===== config.mk =====
export PLATFORM = sky130hd
export DESIGN_NAME = piso_serializer
export DESIGN_NICKNAME = d
export VERILOG_FILES = /design/src/rtl/piso_pkg.sv /design/src/rtl/piso_bitcnt.sv /design/src/rtl/piso_serializer.sv
export SDC_FILE = /design/constraint.sdc
export NUM_CORES = 1
export LEC_CHECK = 0
export CORE_MARGIN = 2
export CORE_UTILIZATION = 35
export DETAILED_ROUTE_END_ITERATION = 6
export PLACE_DENSITY_LB_ADDON = 0.12
export SYNTH_ARGS = -nofsm -noshare
export SYNTH_HDL_FRONTEND = slang
export SYNTH_SLANG_ARGS = --single-unit

===== constraint.sdc =====
create_clock -name clk -period 2.1 [get_ports clk]
set_input_delay 0.42 -clock clk [delete_from_list [all_inputs] [get_ports clk]]
set_output_delay 0.42 -clock clk [all_outputs]
set_load 0.03 [all_outputs]

===== src/rtl/piso_pkg.sv =====
// Shared types and constants for the parallel-in / serial-out serializer.
// The PARITY state exists only when PISO_SERIALIZER_PARITY_EN is defined.
package piso_pkg;

  localparam int DEFAULT_WIDTH = 8;

  typedef enum logic [1:0] {
    IDLE   = 2'd0,
    SHIFT  = 2'd1
`ifdef PISO_SERIALIZER_PARITY_EN
    ,
    PARITY = 2'd2
`endif
  } state_t;

  // Bit-counter width for a frame of w data bits (w >= 2).
  function automatic int cnt_width(input int w);
    return (w > 2) ? $clog2(w) : 1;
  endfunction

endpackage


===== src/rtl/piso_bitcnt.sv =====
// Frame bit counter: synchronous clear has priority over enable, and
// terminal flags the last data bit of a frame (count == WIDTH-1).
module piso_bitcnt
  import piso_pkg::*;
#(
  parameter int WIDTH = DEFAULT_WIDTH
) (
  input  logic clk,
  input  logic reset,
  input  logic clear,
  input  logic enable,
  output logic terminal
);

  localparam int CW = cnt_width(WIDTH);

  logic [CW-1:0] count_reg;

  always_ff @(posedge clk) begin
    if (!reset) begin
      count_reg <= '0;
    end else if (clear) begin
      count_reg <= '0;
    end else if (enable) begin
      count_reg <= count_reg + 1'b1;
    end
  end

  assign terminal = (count_reg == CW'(WIDTH - 1));

endmodule


===== src/rtl/piso_serializer.sv =====
// MSB-first parallel-to-serial converter with valid/ready intake and
// optional even-parity trailer bit (PISO_SERIALIZER_PARITY_EN).
module piso_serializer
  import piso_pkg::*;
#(
  parameter int WIDTH = DEFAULT_WIDTH
) (
  input  logic             clk,
  input  logic             reset,
  input  logic [WIDTH-1:0] data_in,
  input  logic             valid_in,
  output logic             ready_out,
  output logic             serial_out,
  output logic             frame_out,
  output logic             last_out
);

  state_t           state_reg;
  state_t           state_next;
  logic [WIDTH-1:0] shreg_reg;
  logic             accept;
  logic             cnt_clear;
  logic             cnt_enable;
  logic             terminal;

  piso_bitcnt #(
    .WIDTH (WIDTH)
  ) u_bitcnt (
    .clk      (clk),
    .reset    (reset),
    .clear    (cnt_clear),
    .enable   (cnt_enable),
    .terminal (terminal)
  );

  // ready_out depends only on state, so acceptance never feeds an output.
  assign accept     = valid_in && ready_out;
  assign cnt_clear  = accept;
  assign cnt_enable = (state_reg == SHIFT) && !terminal;

  always_ff @(posedge clk) begin
    if (!reset) begin
      state_reg <= IDLE;
    end else begin
      state_reg <= state_next;
    end
  end

  always_ff @(posedge clk) begin
    if (!reset) begin
      shreg_reg <= '0;
    end else if (accept) begin
      shreg_reg <= data_in;
    end else if (state_reg == SHIFT) begin
      shreg_reg <= {shreg_reg[WIDTH-2:0], 1'b0};
    end
  end

`ifdef PISO_SERIALIZER_PARITY_EN
  logic parity_reg;

  always_ff @(posedge clk) begin
    if (!reset) begin
      parity_reg <= 1'b0;
    end else if (accept) begin
      parity_reg <= ^data_in;
    end
  end
`endif

  always_comb begin
    state_next = state_reg;
    ready_out  = 1'b0;
    serial_out = 1'b0;
    frame_out  = 1'b0;
    last_out   = 1'b0;
    case (state_reg)
      IDLE: begin
        ready_out = 1'b1;
        if (valid_in) begin
          state_next = SHIFT;
        end
      end
      SHIFT: begin
        frame_out  = 1'b1;
        serial_out = shreg_reg[WIDTH-1];
        if (terminal) begin
`ifdef PISO_SERIALIZER_PARITY_EN
          state_next = PARITY;
`else
          last_out   = 1'b1;
          ready_out  = 1'b1;
          state_next = valid_in ? SHIFT : IDLE;
`endif
        end
      end
`ifdef PISO_SERIALIZER_PARITY_EN
      PARITY: begin
        frame_out  = 1'b1;
        serial_out = parity_reg;
        last_out   = 1'b1;
        ready_out  = 1'b1;
        state_next = valid_in ? SHIFT : IDLE;
      end
`endif
      default: begin
        state_next = IDLE;
      end
    endcase
  end

endmodule


-- After elaboration in Yosys (flattened, before gate mapping)
Index checks and enable logic that the tools add are counted.
- add/sub/neg operators: 1
- $mul: 0
- div/mod/pow operators: 0
- order comparisons: 0
- equal/unequal tests: 4
- shift operators: 0
- muxes and demuxes: 11
- bitwise logic cells: 1
- reduce and logical (&&, ||, !) cells: 7
- operators with widths (operator ; number):
    $mux 8 ; 2
    $mux 1 ; 5
    $mux 2 ; 2
    $ne 2x2->1 const B ; 2
    $pmux 2 s2 ; 1
    $add 3x1->3 const B ; 1
    $eq 3x3->1 const B ; 1
    $eq 2x1->1 const B ; 1
    $logic_and 1x1->1 ; 2
    $logic_not 2->1 ; 1
    $pmux 1 s2 ; 1
    $reduce_and 2->1 ; 1
    $reduce_bool 2->1 ; 1
    $reduce_or 2->1 ; 1
    $logic_not 1->1 ; 1
    $not 1->1 ; 1
- register bits after elaboration: 13
- bits in latches: 0
- RAM bits: 0
- ROM bits: 0
- input bits: 11
- logic and storage cells: 27
- memories kept: 0

-- Logic depth before layout (Yosys ltp)
Gate-level depths: netlist (run 1).
- depth after elaboration: 5
- mapped depth: 8
- depth with buffers taken out: 6

-- Modules after synthesis
A second synthesis (run 1) with hierarchy kept.
- cell total of the unflattened synthesis: 62
- area total of the unflattened synthesis: 548.0 um^2
- modules (own cells, without submodules) (module ; times used ; cells an instance ; area an instance (um^2) ; sequential area each (um^2)):
    piso_serializer ; 1 ; 50 ; 416.6 ; 180.2
    piso_bitcnt ; 1 ; 12 ; 131.4 ; 60.1

-- Worst setup path before layout (run 1)
No wires, ideal clock.
- path kind: reg2out
- start: register u_bitcnt.count_reg[0]
- end: output ready_out
- arrival time: 1149 ps
- data required time: 1680 ps
- setup slack: 531 ps
- cell stages (with the launch flop): 7
- cell sequence: dfxtp_1 -> ha_1 -> ha_1 -> and2b_1 -> buf_6 -> inv_6 -> buf_12
- word-level cells in the longest chain between the ends: 3
- RTL lines (item ; RTL line ; RTL):
    from (decl) ; piso_bitcnt.sv:17 ; logic [CW-1:0] count_reg;
    from (signal assigned) ; piso_bitcnt.sv:25 ; count_reg <= count_reg + 1'b1;
    $eq 3x3->1 ; piso_bitcnt.sv:29 ; assign terminal = (count_reg == CW'(WIDTH - 1));
    $mux 1 ; piso_serializer.sv:87 ; if (terminal) begin
    $pmux 1 s2 ; piso_serializer.sv:77 ; case (state_reg)
    to (decl) ; piso_serializer.sv:12 ; output logic ready_out,
Every way passes these cells.

-- Worst setup path in the final report (run 1)
Same ends and word-level chain as after synthesis.

==> results of run 1 <==
area by class of cell:
class	count	area, um^2
clock buffer	4	36.3
fill	147	761
inverter	2	12.5
multi-input combinational	47	278
sequential	12	240
tap	16	20.0
timing repair buffer	19	176
timing repair:
action | in CTS | in global routing
pin swaps | 0 | 0
gates resized for setup | 2 | 2
hold buffers | 0 | 0
endpoints found under the setup margin | 2 | 1
kinds of logic after synthesis:
group,after synthesis
AOI/OAI and AO/OA,33
and+or+nand+nor,12
DFF,12
buffers and inverters,7
adders and majority gates,2
synth_stat cells:
| master | n | area share, % |
|---|---|---|
| inv_1 | 1 | 0.65 |
| inv_6 | 1 | 1.5 |
| nand3_1 | 2 | 1.7 |
| nand2_1 | 2 | 1.3 |
| a21oi_1 | 7 | 6.1 |
| buf_6 | 1 | 2.0 |
| a32oi_1 | 1 | 1.5 |
| a21boi_1 | 2 | 2.6 |
| o21a_1 | 1 | 1.3 |
| nor2_1 | 2 | 1.3 |
| and3_1 | 1 | 1.1 |
| nor2b_1 | 1 | 1.1 |
| clkbuf_1 | 1 | 0.65 |
| or2_0 | 1 | 1.1 |
| a31oi_1 | 7 | 7.6 |
| buf_12 | 1 | 3.5 |
| buf_1 | 1 | 0.65 |
| buf_2 | 1 | 0.87 |
| and2b_1 | 1 | 1.3 |
| o21ai_0 | 14 | 12 |
| ha_1 | 2 | 4.4 |
| and2_1 | 2 | 2.2 |
| a21boi_0 | 1 | 1.3 |
| dfxtp_1 | 12 | 42 |
final timing paths:
path	slack (ps)	endpoint	from	cells past startpoint
max reg2reg	470	u_bitcnt.count_reg[0]	u_bitcnt.count_reg[0]	7
min reg2reg	470	shreg_reg[3]	shreg_reg[2]	2
max	60	ready_out	u_bitcnt.count_reg[0]	5
min	470	shreg_reg[3]	shreg_reg[2]	2
critical path: cells and delay by family, from the launching register on:
kind                     cells  cell delay, ps
adder cells (fa/ha/maj)      2             380
buffers and inverters        2             360
flip-flops                   1             330
AND/OR/NAND/NOR              1             260
power breakdown:
part           total, mW  internal (mW)  switching [mW]  leakage, nW
Sequential         0.251          0.243         0.00804       0.0989
Clock              0.193          0.106          0.0878       0.0210
Combinational     0.0951         0.0474          0.0476        0.183
Total              0.540          0.396           0.143        0.303
through the flow:
step,util [%],power [mW],instances
global placement,47.7,0.351,96
CTS,49.9,0.545,100
detailed placement,47.7,0.352,96
global route,50.1,0.565,100
floorplan,-,0.314,66
finish,50.1,0.540,100
metal layers:
| metal | wire, um | vias up | share of wire (%) |
|---|---|---|---|
| li1 | - | 280 | - |
| met1 | 633 | 242 | 49 |
| met2 | 528 | 22 | 41 |
| met3 | 86 | 5 | 6.7 |
| met4 | 39 | 0 | 3.0 |
| met5 | 0 | - | 0 |
==> impl_metrics.tcl, run 1 <==
set metrics [dict create \
    synthSimpleGateAreaFrac_pct 11.1 \
    grt_pass1_wl_um 2130 \
    finalCriticalPeriod_ps 2040 \
    crit_slowest_cell "dfxtp_1" \
    fin_crit_sh_pct 97.1 \
    crit_path_max_fanout 3 \
    cts_made_buffers 3 \
    synthAdderAreaFrac_pct 4.37 \
    skew_ps 2.79 \
    die_y_um 44.5 \
    arrival_ps 1620 \
    drive_gt1_share_pct 13.1 \
    routed_wirelength_um 1290 \
    required_ps 1680 \
    placed_area_um2 727 \
    drc_errors 0 \
    fin_setup_tns_ps 0 \
    h-tree-depth 1 \
    critPathLaunchType "flop" \
    syn-num-nets 79 \
    antenna_found_initial 0 \
    largest_reg_flops 8 \
    io_buffers 14 \
    dieArea_um2 1980 \
    flow.area_growth_from_synthesis_pct 33.2 \
    hold_ws_ps 472 \
    synth_compound_area_share_pct 32.8 \
    slew-limit-headroom_pct 75.4 \
    std_cell_rows 14 \
    grt_use_met2_pct 22.3 \
    cts_tree "done" \
    ys_seq_area_share_pct 41.9 \
    p_leak_nw 0.303 \
    peakVddDrop_mv 0.387 \
    cts.clk_slew.worst_paths_ps 80 \
    fin_ws_ps 61.9 \
    first_pass_iters 4 \
    pre_cts_ws_ps 106 \
    maxCapViolations 0 \
    grt_remaining_overflow 0 \
    fmax_mhz 491 \
    cts_setup_buffers 0 \
    gr-usage-all-layers_pct 15.6 \
    grtUsageMet1_pct 19.5 \
    drt_iter0_markers 8 \
    via_per_inst 5.49 \
    die_x_um 44.5 \
    busiest_layer "met2" \
    hold_viol_final 0 \
    layout.cells.most_common "o21ai_0" \
    synth_top_family_by_area "compound AO/OA/AOI/OAI gates" \
    synthCells 66 \
    slowest_delay_ps 330 \
    synth_warnings 0 \
    netlist_area_um2 573 \
    final_area_um2 763 \
    setup_viol 0 \
    core_um2 1520 \
    hold_path.class "reg2reg" \
    grt_max_degree 14 \
    diodes 0 \
    clock-root-buffer "clkbuf_4" \
    power.density_nw_per_um2 707 \
    rsz0062_at_grt "no" \
    nets 98 \
    outcome "complete, no violations" \
    cp-end-kind "primary output" \
    worstMarginPinSlew_ps 368 \
    ys_seq_elements 12 \
    mostFrequentLayoutCells "o21ai_0 (14), clkdlybuf4s50_1 (12), dfxtp_1 (12)" \
    vias 549 \
    routabilityCongestion 0.701 \
    syn_avg_cell_area_um2 8.68 \
    synth-xor-area-share_pct 0 \
    critPathMostFrequentCell "ha_1" \
    path_cells "ha_1, ha_1, and2b_2, inv_6, clkdlybuf4s15_1" \
    cts_sinks 12 \
    post-dp-hpwl_um 879 \
    use_met3_pct 3.67 \
    muxShareOfSynthArea_pct 0 \
    drv_slew 0 \
    critPathKind "reg2out" \
    pin_count 15 \
    initial_core_util_pct 37.6 \
    wl_per_cell_um 12.9 \
    ant_nets 0 \
    synth_cell_types 24 \
    clkLatencyLatePin_ps 280 \
    first_global_vias 475 \
    cts.path.max_buffers 2 \
]
(Power assumes the default switching activity.)
==> run 2, diff against run 1 <==
Clock period 2.1 ns to 2.4 ns, I/O delays scaled along.
==> run 2 against run 1 <==
Via count shrank 3.8%; clock power shrank 36%; die area is the same; largest cell class unchanged; non-clock buffer count shrank 4; critical endpoint is now last_out; count of clock-buffer cells in the layout shrank 1.
==> impl_metrics.tcl, run 2 (same netlist as run 1, synthesis figures left out) <==
set metrics [dict create \
    outcome "complete, no violations" \
    cts.clk_slew.worst_paths_ps 70 \
    slew-limit-headroom_pct 66.7 \
    maxCapViolations 0 \
    nets 94 \
    fin_setup_tns_ps 0 \
    finalCriticalPeriod_ps 2190 \
    core_um2 1520 \
    dieArea_um2 1980 \
    cts_tree "done" \
    routabilityCongestion 0.696 \
    via_per_inst 5.56 \
    cp-startpoint "u_bitcnt.count_reg[0]" \
    slowest_delay_ps 580 \
    p_leak_nw 0.271 \
    std_cell_rows 14 \
    final_cells 95 \
    rsz0062_at_grt "no" \
    crit_slowest_cell "clkdlybuf4s50_1" \
    flow.area_growth_from_synthesis_pct 25.3 \
    first_global_vias 451 \
    power.density_nw_per_um2 584 \
    skew_ps 6.30 \
    worstMarginPinSlew_ps 498 \
    layout.cells.most_common "o21ai_0" \
    fin_crit_sh_pct 91.1 \
    critPathKind "reg2out" \
    cts_made_buffers 3 \
    diodes 0 \
    grt_pass1_wl_um 1950 \
    reg2reg_from "u_bitcnt.count_reg[0]" \
    mostFrequentLayoutCells "o21ai_0 (14), clkdlybuf4s50_1 (13), dfxtp_1 (12)" \
    routed_wirelength_um 1220 \
    arrival_ps 1710 \
    grt_remaining_overflow 0 \
    cts.path.max_buffers 2 \
    pin_count 15 \
    clkLatencyLatePin_ps 270 \
    ant_nets 0 \
    die_x_um 44.5 \
    largest_reg_flops 8 \
    hold_viol_final 0 \
    h-tree-depth 1 \
    antenna_found_initial 0 \
    gr-usage-all-layers_pct 13.7 \
    place_inst 92 \
    post-dp-hpwl_um 812 \
    fmax_mhz 457 \
    drt_iter0_markers 14 \
    drive_gt1_share_pct 6.33 \
    peakVddDrop_mv 0.426 \
    drc_errors 0 \
    first_pass_iters 4 \
    wl_per_cell_um 12.8 \
    hold_path.class "reg2reg" \
    fin_ws_ps 213 \
    die_y_um 44.5 \
    r2r_setup_slack_ps 880 \
    cts_sinks 12 \
    crit_path_max_fanout 3 \
    required_ps 1920 \
    critPathLaunchType "flop" \
    drv_slew 0 \
    path_cells "ha_1, ha_1, and2_1, clkdlybuf4s50_1" \
    vias 528 \
    cp-end-kind "primary output" \
    io_buffers 14 \
    setup_viol 0 \
    critPathMostFrequentCell "ha_1" \
    hold_start "shreg_reg[3]" \
    cts_setup_buffers 0 \
    clock-root-buffer "clkbuf_4" \
    pre_cts_ws_ps 262 \
    initial_core_util_pct 37.6 \
    grt_max_degree 15 \
]
[run 2: final cells by class]
| class | count | area [um^2] |
|---|---|---|
| Clock buffer | 3 | 22.5 |
| Fill cell | 162 | 806 |
| Inverter | 2 | 12.5 |
| Multi-Input combinational cell | 47 | 277 |
| Sequential cell | 12 | 240 |
| Tap cell | 16 | 20.0 |
| Timing Repair Buffer | 15 | 146 |
[run 2: path summary, 6_finish.rpt]
path | to | depth (start not counted)
worst max register to register | u_bitcnt.count_reg[0] | 6
worst min register to register | shreg_reg[4] | 2
worst max-delay path | last_out | 4
worst min-delay path | shreg_reg[4] | 2
[run 2: critical path: cells and delay by family, from the launching register on]
family                     cells  cell delay [ps]
adders and majority gates      2              380
DFF                            1              320
and+or+nand+nor                1              150
buffers and inverters          1              580
[run 2: what timing repair did]
action / in CTS / in global routing
gates resized for setup: 1 / 0
setup endpoints to repair: 1 / 0
hold buffers: 0 / 0
[run 2: stage by stage]
stage | cell area [um^2] | util, % | hold WS, ps | power (mW)
after CTS | 718 | 47.1 | 466 | 0.423
after floorplan | 573 | - | 444 | 0.275
after global placement | 697 | 45.7 | 463 | 0.301
after global routing | 718 | 47.1 | 486 | 0.442
after detailed placement | 697 | 45.7 | 460 | 0.301
final | 718 | 47.1 | 461 | 0.419
[run 2: where the power goes]
part | switching [mW] | internal [mW] | leakage, nW | total, mW
registers | 0.00670 | 0.213 | 0.0989 | 0.219
logic | 0.0409 | 0.0358 | 0.159 | 0.0767
clock network | 0.0652 | 0.0581 | 0.0138 | 0.123
total | 0.113 | 0.307 | 0.271 | 0.419
[run 2: per-layer routing]
layer / up-vias / share of wire [%] / wire [um] / GRT usage (%)
li1: 267 / - / - / -
met1: 239 / 47 / 577 / 16.6
met2: 20 / 43 / 525 / 21.2
met3: 2 / 8.8 / 107 / 6.12
met4: 0 / 0.74 / 9 / 5.45
met5: - / 0 / 0 / 0
==> run 3, diff against run 2 <==
Settings changed: DONT_BUFFER_PORTS set to 1, MAX_ROUTING_LAYER set to met4.
==> run 3 against run 2 <==
Register-to-register slack worse by 310 ps; cell area decreased by 18%; maximum frequency increased by 6.1%; sequential share of layout area is 7.6 points higher; critical path type unchanged; critical endpoint is now ready_out.
==> impl_metrics.tcl, run 3 (same netlist as run 1, synthesis figures left out) <==
set metrics [dict create \
    first_pass_iters 4 \
    wl_per_cell_um 15.3 \
    drv_slew 0 \
    p_leak_nw 0.219 \
    clock-root-buffer "clkbuf_4" \
    hold_buffers 0 \
    routabilityCongestion 0.700 \
    power_frac_seq_pct 51.4 \
    crit_path_max_fanout 14 \
    required_ps 1920 \
    die_y_um 44.5 \
    grt_use_met2_pct 18.3 \
    reg2reg_from "u_bitcnt.count_reg[0]" \
    pre_cts_ws_ps 603 \
    nets 79 \
    r2r_setup_slack_ps 570 \
    cts_made_buffers 3 \
    antenna_found_initial 0 \
    first_global_vias 420 \
    cts_resized 0 \
    vias 474 \
    cts_tree "done" \
    grt_pass1_wl_um 1920 \
    fin_ws_ps 339 \
    die_x_um 44.5 \
    cts.clk_slew.worst_paths_ps 80 \
    rr_worst_depth 6 \
    largest_reg_flops 8 \
    via_per_inst 5.85 \
    p_clk_share_pct 37.7 \
    reg2reg_to "u_bitcnt.count_reg[0]" \
    utilization_pct 38.4 \
    p_int_mw 0.321 \
    slew-limit-headroom_pct 67.3 \
    final_area_um2 586 \
    cts_setup_buffers 0 \
    ant_nets 0 \
    mostFrequentLayoutCells "o21ai_0 (14), dfxtp_1 (12), a31oi_1 (7), a21oi_1 (7), clkbuf_4 (3)" \
    core_um2 1520 \
    skew_ps 4.35 \
    grt_remaining_overflow 0 \
    hold_start "reset" \
    place_inst 77 \
    dieArea_um2 1980 \
    arrival_ps 1580 \
    min_to "shreg_reg[0]" \
    pin_count 15 \
    outcome "complete, no violations" \
    peakVddDrop_mv 0.359 \
    fin_crit_sh_pct 85.9 \
    multi_input_area_um2 277 \
    busiest_layer "met1" \
    drc_errors 0 \
    cp-end-kind "primary output" \
    cts_sinks 12 \
    p_sw_share_pct 25.5 \
    gr-usage-all-layers_pct 14.6 \
    hold_path.class "in2reg" \
    h-tree-depth 1 \
    clkLatencyLatePin_ps 270 \
    flow.area_growth_from_synthesis_pct 2.18 \
    worstHoldPathCells 1 \
    routed_wirelength_um 1240 \
    hold_ws_ps 330 \
    fillers 154 \
    fmax_mhz 485 \
    io_buffers 0 \
    grtUsageMet1_pct 19.2 \
    p_total_mw 0.432 \
    power.density_nw_per_um2 737 \
    rsz0062_at_grt "no" \
    maxCapViolations 0 \
    layout.cells.most_common "o21ai_0" \
    comb_power_share_pct 10.9 \
    std_cell_rows 14 \
    critPathLaunchType "flop" \
    drive_gt1_share_pct 7.69 \
    initial_core_util_pct 37.6 \
    p_switching_mw 0.110 \
    worstMarginPinSlew_ps 488 \
    placed_area_um2 549 \
    cts.path.max_buffers 2 \
    diodes 0 \
    finalCriticalPeriod_ps 2060 \
    final_cells 81 \
    seqCellArea_um2 240 \
    critPathKind "reg2out" \
    drt_iter0_markers 11 \
    fin_setup_tns_ps 0 \
    hold_viol_final 0 \
    setup_viol 0 \
    grt_max_degree 15 \
    use_met3_pct 4.49 \
]
## run 3: cell count changes in the layout (fill, tap and decap cells not counted), sizes merged
| cell | before | now |
|---|---|---|
| clkbuf | 3 | 4 |
| dlygate4sd2 | 1 | 0 |
| buf | 1 | 0 |
| clkdlybuf4s50 | 13 | 0 |
## run 3: power by group through the flow
stage          Clock (mW)  Combinational [mW]  Sequential, mW
6_report            0.163              0.0471           0.222
2_1_floorplan           0              0.0505           0.224
3_3_place_gp            0              0.0466           0.227
3_5_place_dp            0              0.0465           0.226
4_1_cts             0.172              0.0468           0.222
5_1_grt             0.182              0.0527           0.223
## run 3: routing by layer
| metal | share of wire, % | wire length, um |
|---|---|---|
| met4 | 1.5 | 18 |
| met1 | 50 | 623 |
| met3 | 5.7 | 70 |
| met5 | 0 | 0 |
| met2 | 42 | 525 |
## run 3: how the worst max path moves through the flow
stage / startpoint / to / slack (ps) / cells past startpoint
global placement: u_bitcnt.count_reg[0] / u_bitcnt.count_reg[0] / 680 / 6
global route: u_bitcnt.count_reg[0] / ready_out / 260 / 4
finish: u_bitcnt.count_reg[0] / ready_out / 340 / 4
floorplan: u_bitcnt.count_reg[0] / ready_out / 770 / 6
CTS: u_bitcnt.count_reg[0] / ready_out / 330 / 4
detailed placement: u_bitcnt.count_reg[0] / u_bitcnt.count_reg[0] / 600 / 6
## run 3: cell type report
class,instances,area share (%)
multi-input cells,47,47.2
flip-flops and latches,12,41.0
clock buffers,4,6.20
well taps,16,3.42
inverters,2,2.14
## run 3: critical path, stage by stage (launching register included)
cell and delay, ps:
dfxtp_1 330, ha_1 200, ha_1 180, and2b_1 450, inv_6 150
